`config.mk`:
```
export PLATFORM = sky130hd
export DESIGN_NAME = fp_add_seq
export DESIGN_NICKNAME = d
export VERILOG_FILES = /design/src/rtl/fp_add_seq.sv
export SDC_FILE = /design/constraint.sdc
export NUM_CORES = 1
export LEC_CHECK = 0
export ABC_CLOCK_PERIOD_IN_PS = 12600
export BUFFER_PORTS_ARGS = -buffer_cell sky130_fd_sc_hd__buf_4
export CORE_AREA = 8 8 204 206
export CTS_CLUSTER_DIAMETER = 200
export DETAILED_ROUTE_END_ITERATION = 12
export DIE_AREA = 0 0 212 214
export GPL_ROUTABILITY_DRIVEN = 0
export GPL_TIMING_DRIVEN = 0
export HOLD_SLACK_MARGIN = 0.02
export PLACE_DENSITY = 0.72
export SLEW_MARGIN = 20
export SYNTH_ARGS = -nofsm -noshare
export SYNTH_HDL_FRONTEND = slang
export SYNTH_HIERARCHICAL = 1
export SYNTH_SLANG_ARGS = --single-unit
```
`constraint.sdc`:
```
create_clock -name clk -period 12.6 [get_ports clk]
set_clock_uncertainty 0.1 [all_clocks]
set_input_delay 0.63 -clock clk [delete_from_list [all_inputs] [get_ports clk]]
set_output_delay 0.63 -clock clk [all_outputs]
set_load 0.05 [all_outputs]
```
`src/rtl/fp_add_seq.sv`:
```
// rtl/fp_add_seq.sv - multi-cycle binary32 add/sub sequencer with shared lane normalizer
module fp_normalize27 (
  input  logic [26:0] lane,
  input  logic        eff_sub,
  input  logic [8:0]  exp_in,
  input  logic        sticky_in,
  output logic [23:0] mant,
  output logic        g,
  output logic        r,
  output logic        s,
  output logic [8:0]  exp_out,
  output logic        is_zero
);
  logic [4:0]  lz;
  logic [8:0]  lim;
  logic [4:0]  sh;
  logic [26:0] shifted;

  always_comb begin
    lz = 5'd26;
    for (int i = 0; i < 26; i++) begin
      if (lane[i]) lz = 5'(25 - i);
    end
  end

  // Left shift is clipped so the exponent never drops below 1 (subnormal floor).
  assign lim     = exp_in - 9'd1;
  assign sh      = !eff_sub ? 5'd0 : ((9'(lz) < lim) ? lz : lim[4:0]);
  assign shifted = lane << sh;
  assign is_zero = (lane == 27'd0) && !sticky_in;

  always_comb begin
    if (lane[26]) begin
      mant    = lane[26:3];
      g       = lane[2];
      r       = lane[1];
      s       = sticky_in | lane[0];
      exp_out = exp_in + 9'd1;
    end else begin
      mant    = shifted[25:2];
      g       = shifted[1];
      r       = shifted[0];
      s       = sticky_in;
      exp_out = exp_in - 9'(sh);
    end
  end
endmodule

module fp_add_seq #(
  parameter int LANE_W = 27
) (
  input  logic        clk,
  input  logic        rst,
  input  logic        in_valid,
  output logic        in_ready,
  input  logic [31:0] a,
  input  logic [31:0] b,
  input  logic        op,
  output logic        out_valid,
  input  logic        out_ready,
  output logic [31:0] result,
  output logic        flag_ovf,
  output logic        flag_unf,
  output logic        flag_nx,
  output logic        flag_nv,
  output logic        flag_zero,
  output logic        busy
);
  typedef enum logic [2:0] {
    S_IDLE, S_UNPACK, S_ALIGN, S_ADD, S_NORM, S_ROUND, S_DONE
  } state_t;

  state_t state, nxt;

  logic [31:0]       a_q, b_q;
  logic              xs, ys, sign_q, eff_sub_q, sticky_q;
  logic [8:0]        xe, ye, exp_q;
  logic [LANE_W-1:0] xl, yl, sum_q;
  logic [23:0]       n_mant;
  logic              n_g, n_r, n_s, n_zero;
  logic [8:0]        n_exp;

  // Unpack decode of the captured operands
  logic [7:0] ea, eb;
  logic       a_nan, b_nan, a_inf, b_inf, is_invalid, is_special;

  assign ea         = a_q[30:23];
  assign eb         = b_q[30:23];
  assign a_nan      = (ea == 8'hFF) && (a_q[22:0] != 23'd0);
  assign b_nan      = (eb == 8'hFF) && (b_q[22:0] != 23'd0);
  assign a_inf      = (ea == 8'hFF) && (a_q[22:0] == 23'd0);
  assign b_inf      = (eb == 8'hFF) && (b_q[22:0] == 23'd0);
  assign is_invalid = a_nan | b_nan | (a_inf & b_inf & (a_q[31] ^ b_q[31]));
  assign is_special = is_invalid | a_inf | b_inf;

  // Align: larger magnitude becomes X, Y is shifted right collecting sticky
  logic              swap, big_s;
  logic [8:0]        big_e, sml_e, d;
  logic [LANE_W-1:0] big_l, sml_l, sml_sh;
  logic              al_sticky;

  assign swap  = {ye, yl} > {xe, xl};
  assign big_s = swap ? ys : xs;
  assign big_e = swap ? ye : xe;
  assign sml_e = swap ? xe : ye;
  assign big_l = swap ? yl : xl;
  assign sml_l = swap ? xl : yl;
  assign d     = big_e - sml_e;

  always_comb begin
    sml_sh    = '0;
    al_sticky = |sml_l;
    if (d < 9'(LANE_W)) begin
      sml_sh    = sml_l >> d;
      al_sticky = |(sml_l & ~({LANE_W{1'b1}} << d));
    end
  end

  // Sticky is borrowed from the lane on subtraction so the G/R/S tail stays exact.
  logic [LANE_W-1:0] add_res;
  assign add_res = eff_sub_q ? (xl - yl - LANE_W'(sticky_q)) : (xl + yl);

  logic [23:0] nm_mant;
  logic        nm_g, nm_r, nm_s, nm_zero;
  logic [8:0]  nm_exp;

  fp_normalize27 u_norm (
    .lane      (sum_q),
    .eff_sub   (eff_sub_q),
    .exp_in    (exp_q),
    .sticky_in (sticky_q),
    .mant      (nm_mant),
    .g         (nm_g),
    .r         (nm_r),
    .s         (nm_s),
    .exp_out   (nm_exp),
    .is_zero   (nm_zero)
  );

  // Round to nearest even and encode
  logic        inc, rnx, subn;
  logic [24:0] m_sum;
  logic [23:0] mr;
  logic [8:0]  er;

  assign inc   = n_g & (n_r | n_s | n_mant[0]);
  assign m_sum = {1'b0, n_mant} + {24'd0, inc};
  assign mr    = m_sum[24] ? 24'h800000 : m_sum[23:0];
  assign er    = n_exp + {8'd0, m_sum[24]};
  assign rnx   = n_g | n_r | n_s;
  assign subn  = ~mr[23];

  always_ff @(posedge clk or posedge rst) begin
    if (rst) state <= S_IDLE;
    else     state <= nxt;
  end

  always_comb begin
    nxt = state;
    case (state)
      S_IDLE:   if (in_valid) nxt = S_UNPACK;
      S_UNPACK: nxt = is_special ? S_DONE : S_ALIGN;
      S_ALIGN:  nxt = S_ADD;
      S_ADD:    nxt = S_NORM;
      S_NORM:   nxt = S_ROUND;
      S_ROUND:  nxt = S_DONE;
      S_DONE:   if (out_ready) nxt = S_IDLE;
      default:  nxt = S_IDLE;
    endcase
  end

  always_ff @(posedge clk or posedge rst) begin
    if (rst) begin
      a_q <= '0;       b_q <= '0;
      xs <= 1'b0;      ys <= 1'b0;       xe <= '0;   ye <= '0;
      xl <= '0;        yl <= '0;         sum_q <= '0; exp_q <= '0;
      sign_q <= 1'b0;  eff_sub_q <= 1'b0; sticky_q <= 1'b0;
      n_mant <= '0;    n_g <= 1'b0;      n_r <= 1'b0; n_s <= 1'b0;
      n_exp <= '0;     n_zero <= 1'b0;
      result <= '0;
      flag_ovf <= 1'b0; flag_unf <= 1'b0; flag_nx <= 1'b0;
      flag_nv <= 1'b0;  flag_zero <= 1'b0;
    end else begin
      case (state)
        S_IDLE: if (in_valid) begin
          a_q <= a;
          b_q <= {b[31] ^ op, b[30:0]};
        end
        S_UNPACK: begin
          if (is_special) begin
            result    <= is_invalid ? 32'h7FC00000 : (a_inf ? a_q : b_q);
            flag_nv   <= is_invalid;
            flag_ovf  <= 1'b0;
            flag_unf  <= 1'b0;
            flag_nx   <= 1'b0;
            flag_zero <= 1'b0;
          end else begin
            xs <= a_q[31];
            ys <= b_q[31];
            xe <= (ea == 8'd0) ? 9'd1 : {1'b0, ea};
            ye <= (eb == 8'd0) ? 9'd1 : {1'b0, eb};
            xl <= {1'b0, ea != 8'd0, a_q[22:0], 2'b00};
            yl <= {1'b0, eb != 8'd0, b_q[22:0], 2'b00};
          end
        end
        S_ALIGN: begin
          xl        <= big_l;
          yl        <= sml_sh;
          xe        <= big_e;
          sticky_q  <= al_sticky;
          eff_sub_q <= xs ^ ys;
          sign_q    <= big_s;
        end
        S_ADD: begin
          sum_q <= add_res;
          exp_q <= xe;
        end
        S_NORM: begin
          n_mant <= nm_mant;
          n_g    <= nm_g;
          n_r    <= nm_r;
          n_s    <= nm_s;
          n_exp  <= nm_exp;
          n_zero <= nm_zero;
        end
        S_ROUND: begin
          flag_nv <= 1'b0;
          if (n_zero) begin
            result    <= {eff_sub_q ? 1'b0 : sign_q, 31'd0};
            flag_ovf  <= 1'b0;
            flag_unf  <= 1'b0;
            flag_nx   <= 1'b0;
            flag_zero <= 1'b1;
          end else if (er >= 9'd255) begin
            result    <= {sign_q, 8'hFF, 23'd0};
            flag_ovf  <= 1'b1;
            flag_unf  <= 1'b0;
            flag_nx   <= 1'b1;
            flag_zero <= 1'b0;
          end else begin
            result    <= {sign_q, subn ? 8'd0 : er[7:0], mr[22:0]};
            flag_ovf  <= 1'b0;
            flag_unf  <= rnx & subn;
            flag_nx   <= rnx;
            flag_zero <= 1'b0;
          end
        end
        default: ;
      endcase
    end
  end

  assign in_ready  = (state == S_IDLE);
  assign busy      = (state != S_IDLE);
  assign out_valid = (state == S_DONE);
endmodule
```
* Word level (Yosys, flattened, before mapping)
Index checks and enable logic that the tools add are counted.
** Cells by class
- Bitwise logic cells :: 20
- Eq/ne operators :: 13
- Shifts and indexed selects :: 3
- Magnitude comparators :: 4
- Reductions and logical operators :: 27
- Muxes and demuxes :: 76
- $add $sub $neg :: 9
** Operator list (number)
- two-way mux 27 bit :: 6
- two-way mux 32 bit :: 4
- case mux 27 bit (2 select lines) :: 2
- two-way mux 5 bit :: 18
- case mux 32 bit (2 select lines) :: 1
- OR reduction 27 bit :: 2
- two-way mux 24 bit :: 2
- zero test 23 bit :: 2
- nonzero test 23 bit :: 2
- > comparator 36 bit :: 1
- two-way mux 9 bit :: 4
- two-way mux 4 bit :: 8
- two-way mux 31 bit :: 1
- adder 27 bit :: 1
- bitwise AND 27 bit :: 1
- zero test 27 bit :: 1
- NOT 27 bit :: 1
- << shifter 27 x 5 -> 26 bit :: 1
- << shifter 27 x 9 -> 27 bit (first input constant) :: 1
- >> shifter 27 x 9 -> 27 bit :: 1
- subtractor 27 x 1 -> 27 bit :: 1
- subtractor 27 bit :: 1
- adder 24 x 1 -> 25 bit :: 1
- two-way mux 8 bit :: 3
- other kinds (33) :: 86
** Storage, ports and cells
- Output and inout port bits :: 40
- Register bits after elaboration :: 254
- Logic and storage cells :: 178
- Input bits :: 69

* Depth between registers and ports, before layout
- Depth after elaboration :: 31
- Gate-level depth with buffers :: 29
- Mapped depth without buffers :: 25

* Cells and area by module
Netlist, hierarchy kept.
** By module, submodules not included
- fp_add_seq :: sequential area each 6331.1 um^2, cells an instance 1915, area an instance 17428.0 um^2, instances 1
- fp_normalize27 :: sequential area each 0.0 um^2, cells an instance 362, area an instance 2549.9 um^2, instances 1

* Worst setup path before layout
Ideal clock, no wire load.
- Path kind :: register to register
- Start :: register sum_q[6]
- End :: register n_exp[8]
- Library setup time :: 0.125 ns
- Arrival time :: 4.939 ns
- Period minus slack after synthesis :: 5.164 ns
- Cell stages (with the launch flop) :: 26
- Path slack :: 7.436 ns
- Path through :: dfrtp_1 or4_1 o2111ai_1 nand3_1 a21boi_0 ha_1 a21o_1 a21oi_1 nand2_1 nand3_1 a21oi_2 mux2i_4 inv_6 buf_6 ha_1 nor2b_1 fa_1 a21oi_1 nor2_1 nor2_1 o21bai_1 a21oi_1 o21bai_1 a21oi_1 xnor2_1 mux2_2
** Between the ends
- Cells in the longest elaborated chain, start to end :: 25
** RTL lines
- from (decl) :: line 78 : logic [LANE_W-1:0] xl, yl, sum_q;
- from (signal assigned) :: line 215 : sum_q <= add_res;
- two-way mux 4 bit * (4 in a row) :: line 22 : if (lane[i]) lz = 5'(25 - i);
- two-way mux 5 bit * (16 in a row) :: line 22
- < comparator 5 x 9 -> 1 bit :: line 28 : assign sh = !eff_sub ? 5'd0 : ((9'(lz) < lim) ? lz : lim[4:0]);
- two-way mux 5 bit * (2 in a row) :: line 28
- subtractor 9 x 5 -> 9 bit * :: line 44 : exp_out = exp_in - 9'(sh);
- two-way mux 9 bit * :: line 33 : if (lane[26]) begin
- net nm_exp[8] :: line 125 : logic [8:0] nm_exp;
- to (signal assigned) :: line 223 : n_exp <= nm_exp;
- to (decl) :: line 81 : logic [8:0] n_exp;
Mark *: on every way through the listed nets, which the timed path passes. The rest lies on a longest branch.
A chain may end at the register's enable or synchronous reset.

* Worst setup path in the final report
- Start :: register yl[19]
- End :: register yl[14]
** Between the ends
- Cells in the longest elaborated chain, start to end :: 6
- Elaborated cells on any way between the ends :: 9
** RTL lines
- from (decl) :: line 78
- from (signal assigned) :: line 203 : yl <= {1'b0, eb != 8'd0, b_q[22:0], 2'b00};
- from (signal assigned) :: line 208 : yl <= sml_sh;
- > comparator 36 bit :: line 102 : assign swap = {ye, yl} > {xe, xl};
- two-way mux 9 bit, on equally long branches :: line 104, 105
- subtractor 9 bit :: line 108 : assign d = big_e - sml_e;
- >> shifter 27 x 9 -> 27 bit or < comparator 9 x 5 -> 1 bit (tied branches) :: line 114, 113
- two-way mux 27 bit * :: line 113 : if (d < 9'(LANE_W)) begin
- case mux 27 bit (2 select lines) * :: line 184 : case (state)
Every way passes the cells marked *; elsewhere a longest branch is shown, timed or not.

==> results.md <==
- The run finished with clean final reports.
- After synthesis, the most frequently instantiated cells are 258 x nand2_1, 253 x dfrtp_1, 185 x o21ai_0.
- In this run the vertical extent of the chip is 214 um.
- Setup violations remaining at the end of the flow were counted as 0.
- The number of clock buffers added by TritonCTS is 28.
- In the synthesized netlist the async set-or-reset flop fraction comes to 1.00.
- For this configuration, the core starts out at a cell density of 0.522.
- The path type of the worst setup path is reg2reg.
- The total of buffers placed on input and output ports is 108.
- The total inserted antenna cells is 0.
- The total nets after synthesis is approximately 2500.
- The path class of the tightest hold or removal check is in2async.
- The largest individual stage delay along the critical path comes from the cell nor4b_1.
- The core occupancy in the finished layout is 0.586.
- The number of max-cap violations is 0.
- The synthesized design contains 0 enable-type register cells.
- The routed wirelength normalized by instance count is about 21 um.
- After clock tree synthesis, the repair step resized 0 gates.
- The clock-pin slew reported for the worst setup and hold paths after clock tree synthesis is 60 ps.
- The post-CTS setup buffer count is 0.
- Measured in cells, the most critical reg-to-reg path has a length of 21.
- Of the cells placed in the final design, the portion with a size suffix greater than 1 is 0.147.
- The clock passes through at most 3 buffers.
- The final period demand of the worst path is 7030 ps.
- For this block, the initial DRC count from the detailed router was 1824.
- nand2_1 is the most common cell in the netlist.
- Of the synthesized area, sequential elements account for 0.317.
- Yosys printed 6 warnings.
- The post-placement cell area is 21500 um^2.
- The delay of the slowest cell on the worst path is around 800 ps.
- For this run, design rule violations remaining after detail routing come to 0.
- STA classifies the critical path endpoint as a register.
- Static timing analysis puts the maximum clock frequency at 142 MHz.
- The synthesized netlist occupies a cell area of 20000 um^2.
- The floorplan die area is approximately 45000 um^2.
- In this run the remaining antenna-violating nets after routing total 0.
- The max-slew violation count is 0.
- The die is about 210 um wide.
- The number of top-level pins is ~110.
- The first global-routing pass estimated 100000 um of wire.
- In the final timing run, aggregate negative setup slack is 0 ps.
- The worst slew slack as a fraction of its limit is 0.362.
- Setup repair after global routing left no endpoint under its margin.
- For the worst-skew pair, the clock arrives at the later sink with an insertion delay of 580 ps.
- In the synthesized netlist, the number of instances is 2277.
- The dominant register cell in the synthesized netlist is dfrtp_1.
- Summing all non-filler instances in the final layout gives an area of 22400 um^2.
- In this run the critical register-to-register path is launched from yl[19].
- TritonCTS built the clock tree.
- The final HPWL from detailed placement is 49100 um.
- The final cycle utilization of the critical path is 0.558.
- Walking the worst path, the cells encountered are ha_1, inv_1, o31a_1, nor4b_1, and2b_4, nor3_4, nor2_8, buf_1, clkbuf_1, nor2_1, a21oi_1, ha_1, nor3_1, xnor2_1, clkbuf_1, clkbuf_1, nand3_1, o21ai_0, mux2i_1, o21ai_0, o21a_1.
- For this run, the detailed router's first-pass iteration total came to 8.
- The count of endpoints failing hold in the final timing report is 0.
- The nature of the critical path startpoint is a register.
- The worst-path maximum fanout is 10.
- The number of nets in the layout is 2619.
- The required time reported for the critical path endpoint is 13000 ps.
- The number of global-route vias before repair is 18271.
- The via count normalized by instance count is approximately 6.3.
- The synthesized design spends more area on one cell type than any other, namely dfrtp_1.
- The number of antenna violations at the first check in global routing came to 0.
- Setup slack on the worst reg-to-reg path comes out at ~5600 ps.
- The final global-route overflow total is 0.
- The worst path arrival time is between 7000 and 8000 ps.
- The clock root buffer master is clkbuf_16.
- In this run, synthesis produced a sequential element count of 253.
- In the global route stage, overall resource usage came out at 0.273.
- After synthesis, the cell types taking the most area are dfrtp_1 32%, ha_1 7.7%, mux2_2 6.5%.
- For the pin with the worst max-slew slack, the measured transition is 944 ps.
- The unique cell type count in the Yosys netlist is 103.
- After detailed routing, the total wire length is 63500 um.
- Entering global routing, the biggest net connects 100 pins.
- The layout has about 3400 filler cells.
- The quantity of hold-fixing buffers added after cts is 0.
- The cell seen most often among critical-path stages is clkbuf_1.
- The relative area change from synthesis to final layout is 12.2%.
- In this run the core area contains 72 standard-cell rows.
- The core region is 38300 um^2.
- The portion of synthesized cell area occupied by the leading cell type is 0.317.
- The average cell area after synthesis is 8.77 um^2.
- Clock tree synthesis found a total of 253 sinks.
- CTS built an H-tree with a depth of 1.
- The reg-to-reg endpoint is yl[14].
- The total vias in the final route is 18687.
## cell usage in the layout (no fill, tap or decap), types with 17 or more instances in the layout
cell	n
a21o_1	22
a21oi_1	148
a31oi_1	20
and3_1	24
buf_2	17
buf_4	112
clkbuf_1	90
clkbuf_16	29
dfrtp_1	253
ha_1	123
inv_1	129
mux2_2	115
mux2i_1	120
mux4_2	19
nand2_1	258
nand3_1	54
nand4_1	24
nor2_1	134
nor3_1	87
nor4_1	33
o21ai_0	185
o21bai_1	21
xnor2_1	64
xor2_1	27
## routing by layer
metal / up-vias / GRT usage / routed length [um]
li1: 8511 / - / -
met1: 8912 / 0.344 / 24900
met2: 988 / 0.446 / 29100
met3: 276 / 0.0494 / 5510
met4: 0 / 0.135 / 3980
met5: - / 0 / 0
## logic make-up after synthesis
logic type	Yosys count	synth area share
compound gates	574	0.182
mux	258	0.150
simple gates	716	0.173
xor+xnor	92	0.0407
fa+ha+maj	133	0.0871
buf+inv	251	0.0507
flops	253	0.317
## critical path, delay by kind of cell (launching register included)
kind                     cells  cell delay, ps
adder cells (fa/ha/maj)      2             630
multiplexers                 1             140
XOR/XNOR                     1             290
buffers and inverters        5            1690
AO/OA/AOI/OAI                5             960
flip-flops                   1             660
AND/OR/NAND/NOR              7            2490
## registers in the layout (all words and copies together), names as in the netlist, 3 cells and up
| register | flops |
|---|---|
| n_exp | 9 |
| result | 32 |
| n_mant | 24 |
| xl | 27 |
| xe | 9 |
| exp_q | 9 |
| state | 3 |
| a_q | 32 |
| yl | 27 |
| b_q | 32 |
| sum_q | 27 |
| ye | 8 |
## how the worst max path moves through the flow
stage,startpoint,end,cells past startpoint
finish,yl[19],yl[14],21
floorplan,rst,a_q[0],1
global route,xl[19],yl[14],22
detailed placement,xl[19],yl[0],20
global placement,rst,b_q[22],2
CTS,xl[19],yl[0],20
## through the flow
stage               setup slack, ps  hold WS [ps]  instances
floorplan                      4910           339       2277
global route                   5440           123       2956
finish                         5570          44.7       2956
global placement               2200           356       2903
CTS                            5860           101       2956
detailed placement             5880           360       2905
## area by class of cell
type                       count  area, um^2  share of cell area
clock buffer                  39         813              0.0363
multi-input combinational   1773       12600               0.564
buffer                       119         513              0.0229
timing repair buffer         110         866              0.0386
sequential                   253        6330               0.282
tap                          518         648              0.0289
clock inverter                12        95.1             0.00424
inverter                     132         508              0.0227
Power is not shown: default switching activity piles up to over one toggle a cycle in this logic, so the estimate is an artifact.
